## config.mk

```make
export PLATFORM = sky130hd
export DESIGN_NAME = bcd_result_converter
export DESIGN_NICKNAME = d
export VERILOG_FILES = /design/src/rtl/bcd_result_converter.sv
export SDC_FILE = /design/constraint.sdc
export NUM_CORES = 1
export LEC_CHECK = 0
export BUFFER_PORTS_ARGS = -buffer_cell sky130_fd_sc_hd__buf_2
export CORE_MARGIN = 2
export CORE_UTILIZATION = 55
export CTS_CLUSTER_SIZE = 14
export DETAILED_ROUTE_END_ITERATION = 8
export GPL_TIMING_DRIVEN = 1
export PLACE_DENSITY = 0.82
export SYNTH_ARGS = -nofsm -noshare
export SYNTH_HDL_FRONTEND = slang
export SYNTH_SLANG_ARGS = --single-unit
```

## constraint.sdc

```tcl
create_clock -name clk -period 1.96 [get_ports clk]
set_clock_uncertainty 0.05 [all_clocks]
set_input_delay 0.098 -clock clk [delete_from_list [all_inputs] [get_ports clk]]
set_output_delay 0.098 -clock clk [all_outputs]
set_load 0.01 [all_outputs]
```

## src/rtl/bcd_result_converter.sv

```systemverilog
// Sequential 8-bit binary to 3-digit BCD converter (double-dabble, one iteration per clock).
// Optional signed input via `BCD_SIGNED_INPUT_EN; the default build treats `value` as unsigned.
module bcd_result_converter (
    input  logic       clk,
    input  logic       rst_n,
    input  logic       start,
    input  logic [7:0] value,
    output logic       busy,
    output logic       done,
    output logic       neg,
    output logic [3:0] bcd1,
    output logic [3:0] bcd2,
    output logic [3:0] bcd3
);

    typedef enum logic {
        IDLE,
        SHIFT
    } state_t;

    state_t      state;
    logic [2:0]  cnt;
    logic [7:0]  mag;
    logic        sign;
    logic [11:0] scratch;

    logic [7:0]  in_mag;
    logic        in_sign;
    logic [11:0] adj;
    logic [11:0] next_scratch;

    function automatic logic [3:0] add3(input logic [3:0] d);
        return (d >= 4'd5) ? d + 4'd3 : d;
    endfunction

    // NOTE: every always_comb output gets a value on every path, so no latch is inferred.
    always_comb begin
`ifdef BCD_SIGNED_INPUT_EN
        in_sign = value[7];
        in_mag  = value[7] ? (~value + 8'd1) : value;
`else
        in_sign = 1'b0;
        in_mag  = value;
`endif
        adj          = {add3(scratch[11:8]), add3(scratch[7:4]), add3(scratch[3:0])};
        next_scratch = {adj[10:0], mag[7]};
    end

    // NOTE: sequential state uses non-blocking assignments so all registers update together.
    always_ff @(posedge clk or negedge rst_n) begin
        if (!rst_n) begin
            state   <= IDLE;
            cnt     <= 3'd0;
            mag     <= 8'd0;
            sign    <= 1'b0;
            scratch <= 12'd0;
            busy    <= 1'b0;
            done    <= 1'b0;
            neg     <= 1'b0;
            bcd1    <= 4'h0;
            bcd2    <= 4'h0;
            bcd3    <= 4'h0;
        end else begin
            done <= 1'b0;
            case (state)
                IDLE: begin
                    if (start) begin
                        mag     <= in_mag;
                        sign    <= in_sign;
                        scratch <= 12'd0;
                        cnt     <= 3'd0;
                        busy    <= 1'b1;
                        state   <= SHIFT;
                    end
                end
                SHIFT: begin
                    scratch <= next_scratch;
                    mag     <= {mag[6:0], 1'b0};
                    cnt     <= cnt + 3'd1;
                    // The eighth iteration publishes the result straight from the shift path.
                    if (cnt == 3'd7) begin
                        bcd1  <= next_scratch[11:8];
                        bcd2  <= next_scratch[7:4];
                        bcd3  <= next_scratch[3:0];
                        neg   <= sign;
                        done  <= 1'b1;
                        busy  <= 1'b0;
                        state <= IDLE;
                    end
                end
                default: state <= IDLE;
            endcase
        end
    end

endmodule

```

* Word-level counts from Yosys, hierarchy flattened *
Cells that the tools add are included.

storage, ports and cells
  input port bits = 11
  word-level logic and storage cells = 39
  bits in registers = 38
  output and inout bits = 15

operators by class
  bitwise logic cells = 1
  multiplexer cells = 17
  order comparisons = 3
  equal/unequal tests = 3
  reductions and logical operators = 2
  add/sub/neg operators = 4

operator list
  kind                                                                number
  one-hot mux 12 bit (2 select lines)                                 1
  one-hot mux 8 bit (2 select lines)                                  1
  greater-or-equal comparator 4 x 3 -> 1 bit (second input constant)  3
  2-to-1 mux 12 bit                                                   1
  adder 4 x 2 -> 4 bit (second input constant)                        2
  2-to-1 mux 4 bit                                                    2
  2-to-1 mux 8 bit                                                    1
  2-to-1 mux 1 bit                                                    6
  2-to-1 mux 3 bit                                                    2
  one-hot mux 3 bit (2 select lines)                                  1
  one-hot mux 1 bit (2 select lines)                                  2
  AND reduction 2 bit                                                 2
  adder 3 x 1 -> 3 bit (second input constant)                        1
  adder 3 x 2 -> 3 bit (second input constant)                        1
  equality test 3 bit (second input constant)                         1
  != test 2 x 1 -> 1 bit (second input constant)                      1
  != test 2 bit (second input constant)                               1
  NOT 1 bit                                                           1

* Logic depth before layout (Yosys ltp) *
Gate-level depths: netlist (run 1).

  word-level depth = 3
  depth in mapped cells = 8
  depth with buffers taken out = 6

* Worst setup path before layout (run 1) *
Ideal clock, no wire load.

  path kind = register to register
  start point = register cnt[0]
  end point = register bcd1[1]
  library setup time = 0.126 ns
  setup slack = 0.365 ns
  stages on the path, launching flop included = 9
  data required time = 1.784 ns
  data arrival time = 1.419 ns
  period minus slack after synthesis = 1.595 ns
  path buffers = 2
  cells stage by stage = dfrtp_1 > ha_1 > ha_1 > nand2_2 > buf_6 > inv_1 > buf_2 > a31oi_1 > nand3_1

on the way
  cells in the longest elaborated chain, start to end = 2

RTL lines
  what                           RTL line  text
  start: declaration             22        logic [2:0] cnt;
  start signal: assignment       79        cnt <= cnt + 3'd1;
  equality test 3 bit            81        if (cnt == 3'd7) begin
  AND reduction 2 bit (no line)  --
  end signal: assignment         82        bcd1 <= next_scratch[11:8];
  end: declaration               11        output logic [3:0] bcd1,

Every way passes these cells.
A chain may end at the register's enable or synchronous reset.

* Worst setup path in the final report (run 1) *
  start point = register cnt[0]
  end point = register bcd3[1]

on the way
  cells in the longest elaborated chain, start to end = 2

RTL lines
  what                           RTL line  text
  equality test 3 bit            81
  AND reduction 2 bit (no line)  --
  end signal: assignment         84        bcd3 <= next_scratch[3:0];
  end: declaration               13        output logic [3:0] bcd3

Every way passes these cells.

==> results.yml, run 1 <==
outcome:
  outcome: "finished, final reports clean"
yosys:
  synthArstFlopShare_pct: 100
  synth_warnings: 0
  ys_types: 35
  synth_adder_area_share_pct: 5.06
  syn_inst: 206
  dominantRegCellSynth: "dfrtp_1"
  synth_compound_area_share_pct: 18.5
  yosysTopAreaCell: "dfrtp_1"
  synth-xor-area-share_pct: 0
  synth_fp_nets: 225
  synth.cell_area_mm2: 0.00198
  synthTopCellsByArea: "dfrtp_1 48%, nand2_1 5.7%, ha_1 5.1%"
  avgSynthCellArea_um2: 9.60
  ys_ff_latch: 38
  synth_edf_count: 0
  synth_top_family_by_area: "compound AO/OA/AOI/OAI gates"
  synth_top_cell_area_share_pct: 48.1
  yosysMostFrequentCell: "dfrtp_1"
  synth-simple-area-share_pct: 16.9
  synth.area.mux_share_pct: 4.56
  synth_top_cells_by_count: "38 x dfrtp_1, 30 x nand2_1, 15 x o21ai_0, 12 x nand3_1, 10 x inv_1"
  ys_seq_area_share_pct: 48.1
global_route:
  grt-ovfl-total: 0
  grt_pass1_wl_um: 7040
  grt_pass1_vias: 1571
  grt_max_degree: 39
  antenna_found_initial: 0
  grt_use_total_pct: 22.1
sta:
  finalCriticalPeriod_ns: 1.92
  fin_crit_sh_pct: 97.8
  fmax_mhz: 522
  setup_viol: 0
  final-hold-violation-count: 0
  worstMarginPinSlew_ns: 0.797
  relSlewSlack_pct: 46.9
  slew_viol_final: 0
die:
  start_util_pct: 58.3
  dieArea_mm2: 0.00409
  die_w_um: 64.0
  num_io_pins: 26
  placementRows: 21
  core_mm2: 0.00339
  die_y_um: 64.0
finish:
  fill_cells: 270
  seqCellArea_um2: 951
  layout.nets: 252
  final_layout_size_suffix_gt1_share_pct: 16.7
  multiInputGateArea_um2: 895
  fin_cells: 280
  area_growth_pct: 14.6
  n_antenna_cell: 0
  post-route-util_pct: 66.8
power_and_ir_drop:
  vdd_drop_max_mv: 0.809
  p_per_area_mw_per_mm2: 1620
  power_leakage_uw: 0.00104
critical_path:
  end_kind: "register"
  worstPathArrival_ns: 2.10
  r2r_slack_ns: 0.04
  critPathKind: "register to register"
  rr_worst_depth: 7
  cp.required_ns: 2.15
  crit_path_start_kind: "register"
  reg2reg_to: "bcd3[1]"
  rr_startpoint: "cnt[0]"
  path_max_fanout: 15
cts:
  cts_made_buffers: 5
  worstSkewPairLatency_ns: 0.34
  cts_tree: "built"
  clock_sinks: 38
  htree_num_levels: 2
  clk_pin_slew_ns: 0.11
  root_buffer: "clkbuf_4"
  clockBufferDepth: 2
place:
  place_inst: 263
  portBuffers: 24
  globalplace.congestion: 0.791
  dp_hpwl_um: 2660
route:
  vias: 1629
  ant_nets: 0
  dr.pass1.iters: 4
  drc_errors: 0
  wl_per_cell_um: 14.4
  initialDrtViolationCount: 72
  viasPerCell: 5.82
  drt_wl_total_um: 4020
flow_run:
  max_cap_violations: 0
worst_hold_path:
  whs_path_depth: 3
  min_to: "mag[1]"
  hold_path_class: "primary input to register"
  hold_start: "value[1]"
-- area by class of cell --
class | instances | area share (%)
clock buffers | 8 | 3.48
inverters | 11 | 1.99
multi-input cells | 140 | 39.5
flip-flops and latches | 38 | 42.0
well taps | 46 | 2.54
repair buffers | 37 | 10.5
-- worst max-delay path, cell delays in order (launching register included) --
cell and delay [ns]:
dfrtp_1 0.41, ha_1 0.21, ha_1 0.23, nand2_2 0.29, clkinvlp_4 0.17, buf_4 0.20
mux2i_1 0.16, nand3_1 0.09
-- through the flow --
| stage | area [um^2] | hold WS [ns] | total power (uW) | setup slack (ns) | setup TNS, ns |
|---|---|---|---|---|---|
| 3_3_place_gp | 2090 | 0.186 | 3070 | 0.159 | 0 |
| 4_1_cts | 2250 | 0.0126 | 3650 | 0.0555 | 0 |
| 3_5_place_dp | 2090 | 0.190 | 3130 | 0.0837 | 0 |
| 5_1_grt | 2260 | 0.00154 | 4000 | -0.0521 | -0.0674 |
| 6_report | 2260 | 0.0175 | 3670 | 0.0431 | 0 |
| 2_1_floorplan | 1980 | -0.248 | 2700 | 0.365 | 0 |
-- layer usage --
layer | track usage [%] | wire, um | vias to the layer above
li1 | - | - | 795
met1 | 28.9 | 1870 | 789
met2 | 35.3 | 1940 | 40
met3 | 5.99 | 152 | 5
met4 | 8.15 | 60 | 0
met5 | 0 | 0 | -
-- layout by cell type (no fill, tap or decap), types with 5 or more instances in the layout --
| cell | count |
|---|---|
| o31ai_1 | 7 |
| ha_1 | 8 |
| clkbuf_4 | 5 |
| inv_1 | 9 |
| dfrtp_1 | 38 |
| nor2_1 | 7 |
| nand3_1 | 12 |
| a21oi_1 | 5 |
| dlygate4sd3_1 | 8 |
| buf_2 | 24 |
| a2111o_1 | 6 |
| mux2i_1 | 9 |
| o21ai_0 | 15 |
| nand2_1 | 30 |
| buf_4 | 5 |
-- logic make-up (layout without fill, tap and decap cells) --
group,Yosys count,count (layout)
AND/OR/NAND/NOR,70,70
AO/OA/AOI/OAI,52,52
flip-flops,38,38
buffers and inverters,28,56
multiplexers,9,9
adder cells (fa/ha/maj),8,8
other,1,1
-- state kept, by name, indices dropped and copies added, names as in the netlist --
signal	cells
bcd2	4
scratch	12
cnt	3
mag	8
bcd3	4
busy	1
bcd1	4
state	1
done	1
-- report_power, final --
group,switching (uW),internal (uW),total (uW)
registers,357,1140,1500
logic,962,713,1670
clock network,254,245,499
total,1570,2100,3670
-- worst max path at each step --
stage / from / endpoint / slack [ns] / depth (start not counted)
final: cnt[0] / bcd3[1] / 0.04 / 7
after detailed placement: cnt[0] / bcd2[1] / 0.08 / 6
after global placement: cnt[0] / bcd2[1] / 0.16 / 6
after global routing: cnt[0] / bcd1[1] / -0.05 / 7
after CTS: cnt[0] / bcd2[1] / 0.06 / 6
after floorplan: cnt[0] / bcd1[1] / 0.36 / 8
-- repair_timing --
action	CTS	global route
gates resized for setup	0	1
setup endpoints to repair	0	1
hold endpoints to repair	45	0
hold buffers	8	0
buffers inserted	0	1
Note: power is estimated with default switching activity, not from simulation.
==> run 2, diff against run 1 <==
--- a/config.mk
+++ b/config.mk
@@ -7,11 +7,11 @@
 export LEC_CHECK = 0
 export BUFFER_PORTS_ARGS = -buffer_cell sky130_fd_sc_hd__buf_2
 export CORE_MARGIN = 2
-export CORE_UTILIZATION = 55
+export CORE_UTILIZATION = 51
 export CTS_CLUSTER_SIZE = 14
 export DETAILED_ROUTE_END_ITERATION = 8
 export GPL_TIMING_DRIVEN = 1
-export PLACE_DENSITY = 0.82
+export PLACE_DENSITY = 0.8
 export SYNTH_ARGS = -nofsm -noshare
 export SYNTH_HDL_FRONTEND = slang
 export SYNTH_SLANG_ARGS = --single-unit
==> constraint.sdc (replaced) <==
create_clock -name clk -period 1.7 [get_ports clk]
set_clock_uncertainty 0.05 [all_clocks]
set_input_delay 0.085 -clock clk [delete_from_list [all_inputs] [get_ports clk]]
set_output_delay 0.085 -clock clk [all_outputs]
set_load 0.01 [all_outputs]
==> results.yml, run 2 (same netlist as run 1, synthesis figures left out) <==
outcome:
  outcome: "finished, final reports clean"
global_route:
  use_met3_pct: 5.11
  grt-ovfl-total: 0
  busiest_layer: "met2"
  met2_usage_pct: 31.3
  grt_max_degree: 39
  grt_use_total_pct: 20.0
  grt_pass1_vias: 1446
  grt_pass1_wl_um: 6670
  antenna_found_initial: 0
  use_met1_pct: 28.0
critical_path:
  r2r_slack_ns: 0.09
  cp.required_ns: 1.82
  critPathCapture: "bcd2[1]"
  critPathSlowestCell: "dfrtp_1"
  cpPeakStageDelay_ns: 0.43
  rr_startpoint: "scratch[4]"
  cp-startpoint: "scratch[4]"
  path_max_fanout: 6
  end_kind: "register"
  critPathKind: "register to register"
  crit_path_cell_trace: "inv_2, ha_1, nand2b_1, a2111o_1, o311ai_0"
  rr_worst_depth: 5
  crit_path_start_kind: "register"
  worstPathArrival_ns: 1.73
  reg2reg_to: "bcd2[1]"
finish:
  multiInputGateArea_um2: 907
  top_register: "scratch"
  area_growth_pct: 17.3
  seqCellArea_um2: 951
  layout.nets: 256
  final_common_cell: "dfrtp_1"
  largest_register_ffs: 12
  reg_top3: "scratch (12), mag (8)"
  post-route-util_pct: 62.9
  layout_common_cells: "38 x dfrtp_1, 30 x nand2_1, 25 x buf_2, 15 x o21ai_0, 14 x buf_4"
  final_layout_size_suffix_gt1_share_pct: 21.8
  n_antenna_cell: 0
  fill_cells: 320
sta:
  rsz0062_at_grt: "true"
  hold_slack_ns: 0.0410
  fmax_mhz: 621
  fin_crit_sh_pct: 94.7
  setup_viol: 0
  finalCriticalPeriod_ns: 1.61
  layout_setup_ws_ns: 0.0893
  slew_viol_final: 0
  final-hold-violation-count: 0
die:
  dieArea_mm2: 0.00439
  die_w_um: 66.3
  die_y_um: 66.3
  placementRows: 22
  core_mm2: 0.00369
  num_io_pins: 26
  start_util_pct: 53.6
flow_run:
  max_cap_violations: 0
place:
  globalplace.congestion: 0.829
  portBuffers: 24
  dp_hpwl_um: 2820
  place_ws_ns: 0.0391
route:
  initialDrtViolationCount: 92
  drt_wl_total_um: 4040
  wl_per_cell_um: 14.1
  dr.pass1.iters: 4
  ant_nets: 0
  drc_errors: 0
  viasPerCell: 5.69
  vias: 1626
power_and_ir_drop:
  p_per_area_mw_per_mm2: 1940
  finalPower_uw: 4500
  power_leakage_uw: 0.00108
  vdd_drop_max_mv: 0.943
worst_hold_path:
  hold_path_class: "primary input to register"
  whs_path_depth: 3
cts:
  clk_pin_slew_ns: 0.08
  root_buffer: "clkbuf_8"
  clockBufferDepth: 2
  cts_tree: "built"
  clock_sinks: 38
  worstSkewPairLatency_ns: 0.29
  cts_made_buffers: 5
  htree_num_levels: 2
## run 2: cell type report
class | instances | area share, %
multi-input cells | 140 | 39.1
clock buffers | 7 | 3.29
repair buffers | 41 | 10.8
well taps | 48 | 2.59
flip-flops and latches | 38 | 41.0
clock inverters | 1 | 1.29
inverters | 11 | 1.94
## run 2: stage by stage
stage               instances  instance area (um^2)  TNS [ns]
floorplan                 206                  1980         0
global placement          271                  2140         0
detailed placement        271                  2140         0
CTS                       281                  2270         0
global route              286                  2320   -0.0116
finish                    286                  2320         0
## run 2: layer usage
layer | vias up | share of wire (%)
met4 | 0 | 1.1
met3 | 7 | 4.8
li1 | 803 | -
met2 | 37 | 48
met5 | - | 0
met1 | 779 | 46
## run 2: repair_timing
action	in CTS	in global routing
endpoints found under the hold margin	39	0
endpoints found under the setup margin	0	12
gates resized for setup	0	8
buffers inserted	0	5
hold buffers	2	0
## run 2: worst min-delay path by stage
| stage | start | end | slack (ns) |
|---|---|---|---|
| after global placement | rst_n | bcd1[2] | 0.11 |
| after detailed placement | rst_n | bcd1[2] | 0.11 |
| final | value[2] | mag[2] | 0.04 |
| after global routing | value[1] | mag[1] | 0.08 |
| after CTS | value[2] | mag[2] | 0.04 |
| after floorplan | rst_n | bcd1[0] | -0.26 |
## run 2: where the power goes
part	switching (uW)	leakage [uW]	internal (uW)
Clock	305	0.0000524	439
Combinational	1160	0.000545	907
Sequential	378	0.000479	1320
Total	1840	0.00108	2660
## run 2: worst max-delay path: cells and delay by family (launching register included)
kind	cells	cell delay [ns]
AO/OA/AOI/OAI	2	0.53
adder cells (fa/ha/maj)	1	0.21
buffers and inverters	1	0.13
flip-flops	1	0.43
AND/OR/NAND/NOR	1	0.14
==> run 3, diff against run 2 <==
--- a/config.mk
+++ b/config.mk
@@ -7,11 +7,11 @@
 export LEC_CHECK = 0
 export BUFFER_PORTS_ARGS = -buffer_cell sky130_fd_sc_hd__buf_2
 export CORE_MARGIN = 2
-export CORE_UTILIZATION = 51
+export CORE_UTILIZATION = 55
 export CTS_CLUSTER_SIZE = 14
 export DETAILED_ROUTE_END_ITERATION = 8
 export GPL_TIMING_DRIVEN = 1
-export PLACE_DENSITY = 0.8
+export PLACE_DENSITY = 0.82
 export SYNTH_ARGS = -nofsm -noshare
 export SYNTH_HDL_FRONTEND = slang
 export SYNTH_SLANG_ARGS = --single-unit
==> constraint.sdc (replaced) <==
create_clock -name clk -period 1.9 [get_ports clk]
set_clock_uncertainty 0.05 [all_clocks]
set_input_delay 0.095 -clock clk [delete_from_list [all_inputs] [get_ports clk]]
set_output_delay 0.095 -clock clk [all_outputs]
set_load 0.01 [all_outputs]
==> results.yml, run 3 (same netlist as run 1, synthesis figures left out) <==
outcome:
  outcome: "finished, final reports clean"
critical_path:
  crit_path_cell_trace: "ha_1, ha_1, nand2_4, clkinvlp_4, buf_4, a31oi_1, nand3_1"
  critPathCapture: "bcd1[1]"
  cp.required_ns: 2.08
  cp-startpoint: "cnt[0]"
  rr_startpoint: "cnt[0]"
  worstPathArrival_ns: 1.96
  cpPeakStageDelay_ns: 0.41
  reg2reg_to: "bcd1[1]"
  critPathKind: "register to register"
  r2r_slack_ns: 0.13
  rr_worst_depth: 7
  end_kind: "register"
  crit_path_start_kind: "register"
  cpMostUsedCell: "ha_1"
  path_max_fanout: 12
  critPathSlowestCell: "dfrtp_1"
finish:
  multiInputGateArea_um2: 900
  area_growth_pct: 13.9
  layout_common_cells: "38 x dfrtp_1, 30 x nand2_1, 24 x buf_2, 15 x o21ai_0, 12 x nand3_1"
  layout.nets: 254
  reg_top3: "scratch (12), mag (8)"
  fin_cells: 280
  n_antenna_cell: 0
  final_common_cell: "dfrtp_1"
  final_layout_size_suffix_gt1_share_pct: 17.5
  largest_register_ffs: 12
  top_register: "scratch"
  seqCellArea_um2: 951
  fin_area_mm2: 0.00225
  fill_cells: 280
die:
  dieArea_mm2: 0.00409
  die_w_um: 64.0
  core_mm2: 0.00339
  num_io_pins: 26
  start_util_pct: 58.3
  die_y_um: 64.0
  placementRows: 21
sta:
  finalCriticalPeriod_ns: 1.77
  slew_viol_final: 0
  worstMarginPinSlew_ns: 0.539
  setup_viol: 0
  final-hold-violation-count: 0
  finalSetupTns_ns: 0
  fmax_mhz: 564
  fin_crit_sh_pct: 93.3
  relSlewSlack_pct: 64.1
  rsz0062_at_grt: "false"
worst_hold_path:
  hold_path_class: "primary input to register"
route:
  wl_per_cell_um: 14.2
  drt_wl_total_um: 3980
  wl_met3_um: 218
  initialDrtViolationCount: 77
  met1_length_um: 1780
  routed.top_layer: "met4"
  dr.pass1.iters: 4
  drc_errors: 0
  ant_nets: 0
  vias: 1606
  viasPerCell: 5.74
  met2_length_um: 1930
cts:
  root_buffer: "clkbuf_4"
  htree_num_levels: 2
  worstSkewPairLatency_ns: 0.34
  cts_made_buffers: 5
  clk_pin_slew_ns: 0.10
  clockBufferDepth: 2
  cts_tree: "built"
  clock_sinks: 38
flow_run:
  max_cap_violations: 0
global_route:
  grt-ovfl-total: 0
  grt_use_total_pct: 22.3
  grt_pass1_vias: 1546
  grt_max_degree: 30
  antenna_found_initial: 0
  grt_pass1_wl_um: 7080
place:
  placed_cell_area_mm2: 0.00212
  portBuffers: 24
  place_inst: 266
  dp_hpwl_um: 2700
  globalplace.congestion: 0.827
power_and_ir_drop:
  vdd_drop_max_mv: 0.919
  power_leakage_uw: 0.00104
  p_per_area_mw_per_mm2: 1640
==> run 3: cell types whose count changed in the layout (fill, tap and decap cells not counted), sizes merged <==
cell,before,now
buf,39,33
clkbuf,7,6
dlygate4sd3,2,6
bufinv,1,0
==> run 3: how the worst min path moves through the flow <==
stage	slack (ns)	cells past startpoint	from	end
floorplan	-0.25	0	rst_n	bcd1[0]
global placement	0.07	1	rst_n	mag[6]
detailed placement	0.07	1	rst_n	mag[6]
CTS	0.0008	3	value[3]	mag[3]
global route	0.01	3	value[1]	mag[1]
finish	0.01	3	value[1]	mag[1]
==> run 3: critical path: cells and delay by family (launching register included) <==
kind	cells	cell delay, ns
flops	1	0.41
buf+inv	2	0.31
fa+ha+maj	2	0.44
compound gates	1	0.18
simple gates	2	0.28
==> run 3: power by group <==
group | switching, uW | internal, uW | total [uW] | leakage (uW)
Sequential | 366 | 1170 | 1540 | 0.000479
Clock | 241 | 167 | 408 | 0.0000302
Combinational | 984 | 753 | 1740 | 0.000534
==> run 3: what timing repair did <==
| action | CTS | global route |
|---|---|---|
| hold buffers | 6 | 0 |
| setup buffers | 0 | 2 |
| hold endpoints to repair | 27 | 0 |
| endpoints found under the setup margin | 0 | 1 |
| resized for setup | 0 | 2 |
==> run 3: cell type report <==
type | instances | area share (%)
sequential | 38 | 42.2
clock buffer | 6 | 2.28
multi-input combinational | 140 | 39.9
inverter | 11 | 2.00
tap | 46 | 2.56
timing repair buffer | 39 | 11.0
==> run 3: layer usage <==
layer  track usage [%]  vias to the layer above
li1                  -                      787
met1              29.8                      766
met2              35.0                       48
met3              5.63                        5
met4              8.70                        0
met5                 0                        -
==> run 3: metrics by stage <==
| stage | util, % | hold slack (ns) | total power (uW) | setup slack (ns) |
|---|---|---|---|---|
| after floorplan | - | -0.251 | 2780 | 0.305 |
| after global placement | 62.5 | 0.0653 | 3180 | 0.188 |
| after detailed placement | 62.5 | 0.0691 | 3240 | 0.103 |
| after CTS | 65.7 | 0.000823 | 3660 | 0.0856 |
| after global routing | 66.4 | 0.00953 | 4050 | 0.0470 |
| final | 66.4 | 0.0135 | 3690 | 0.127 |
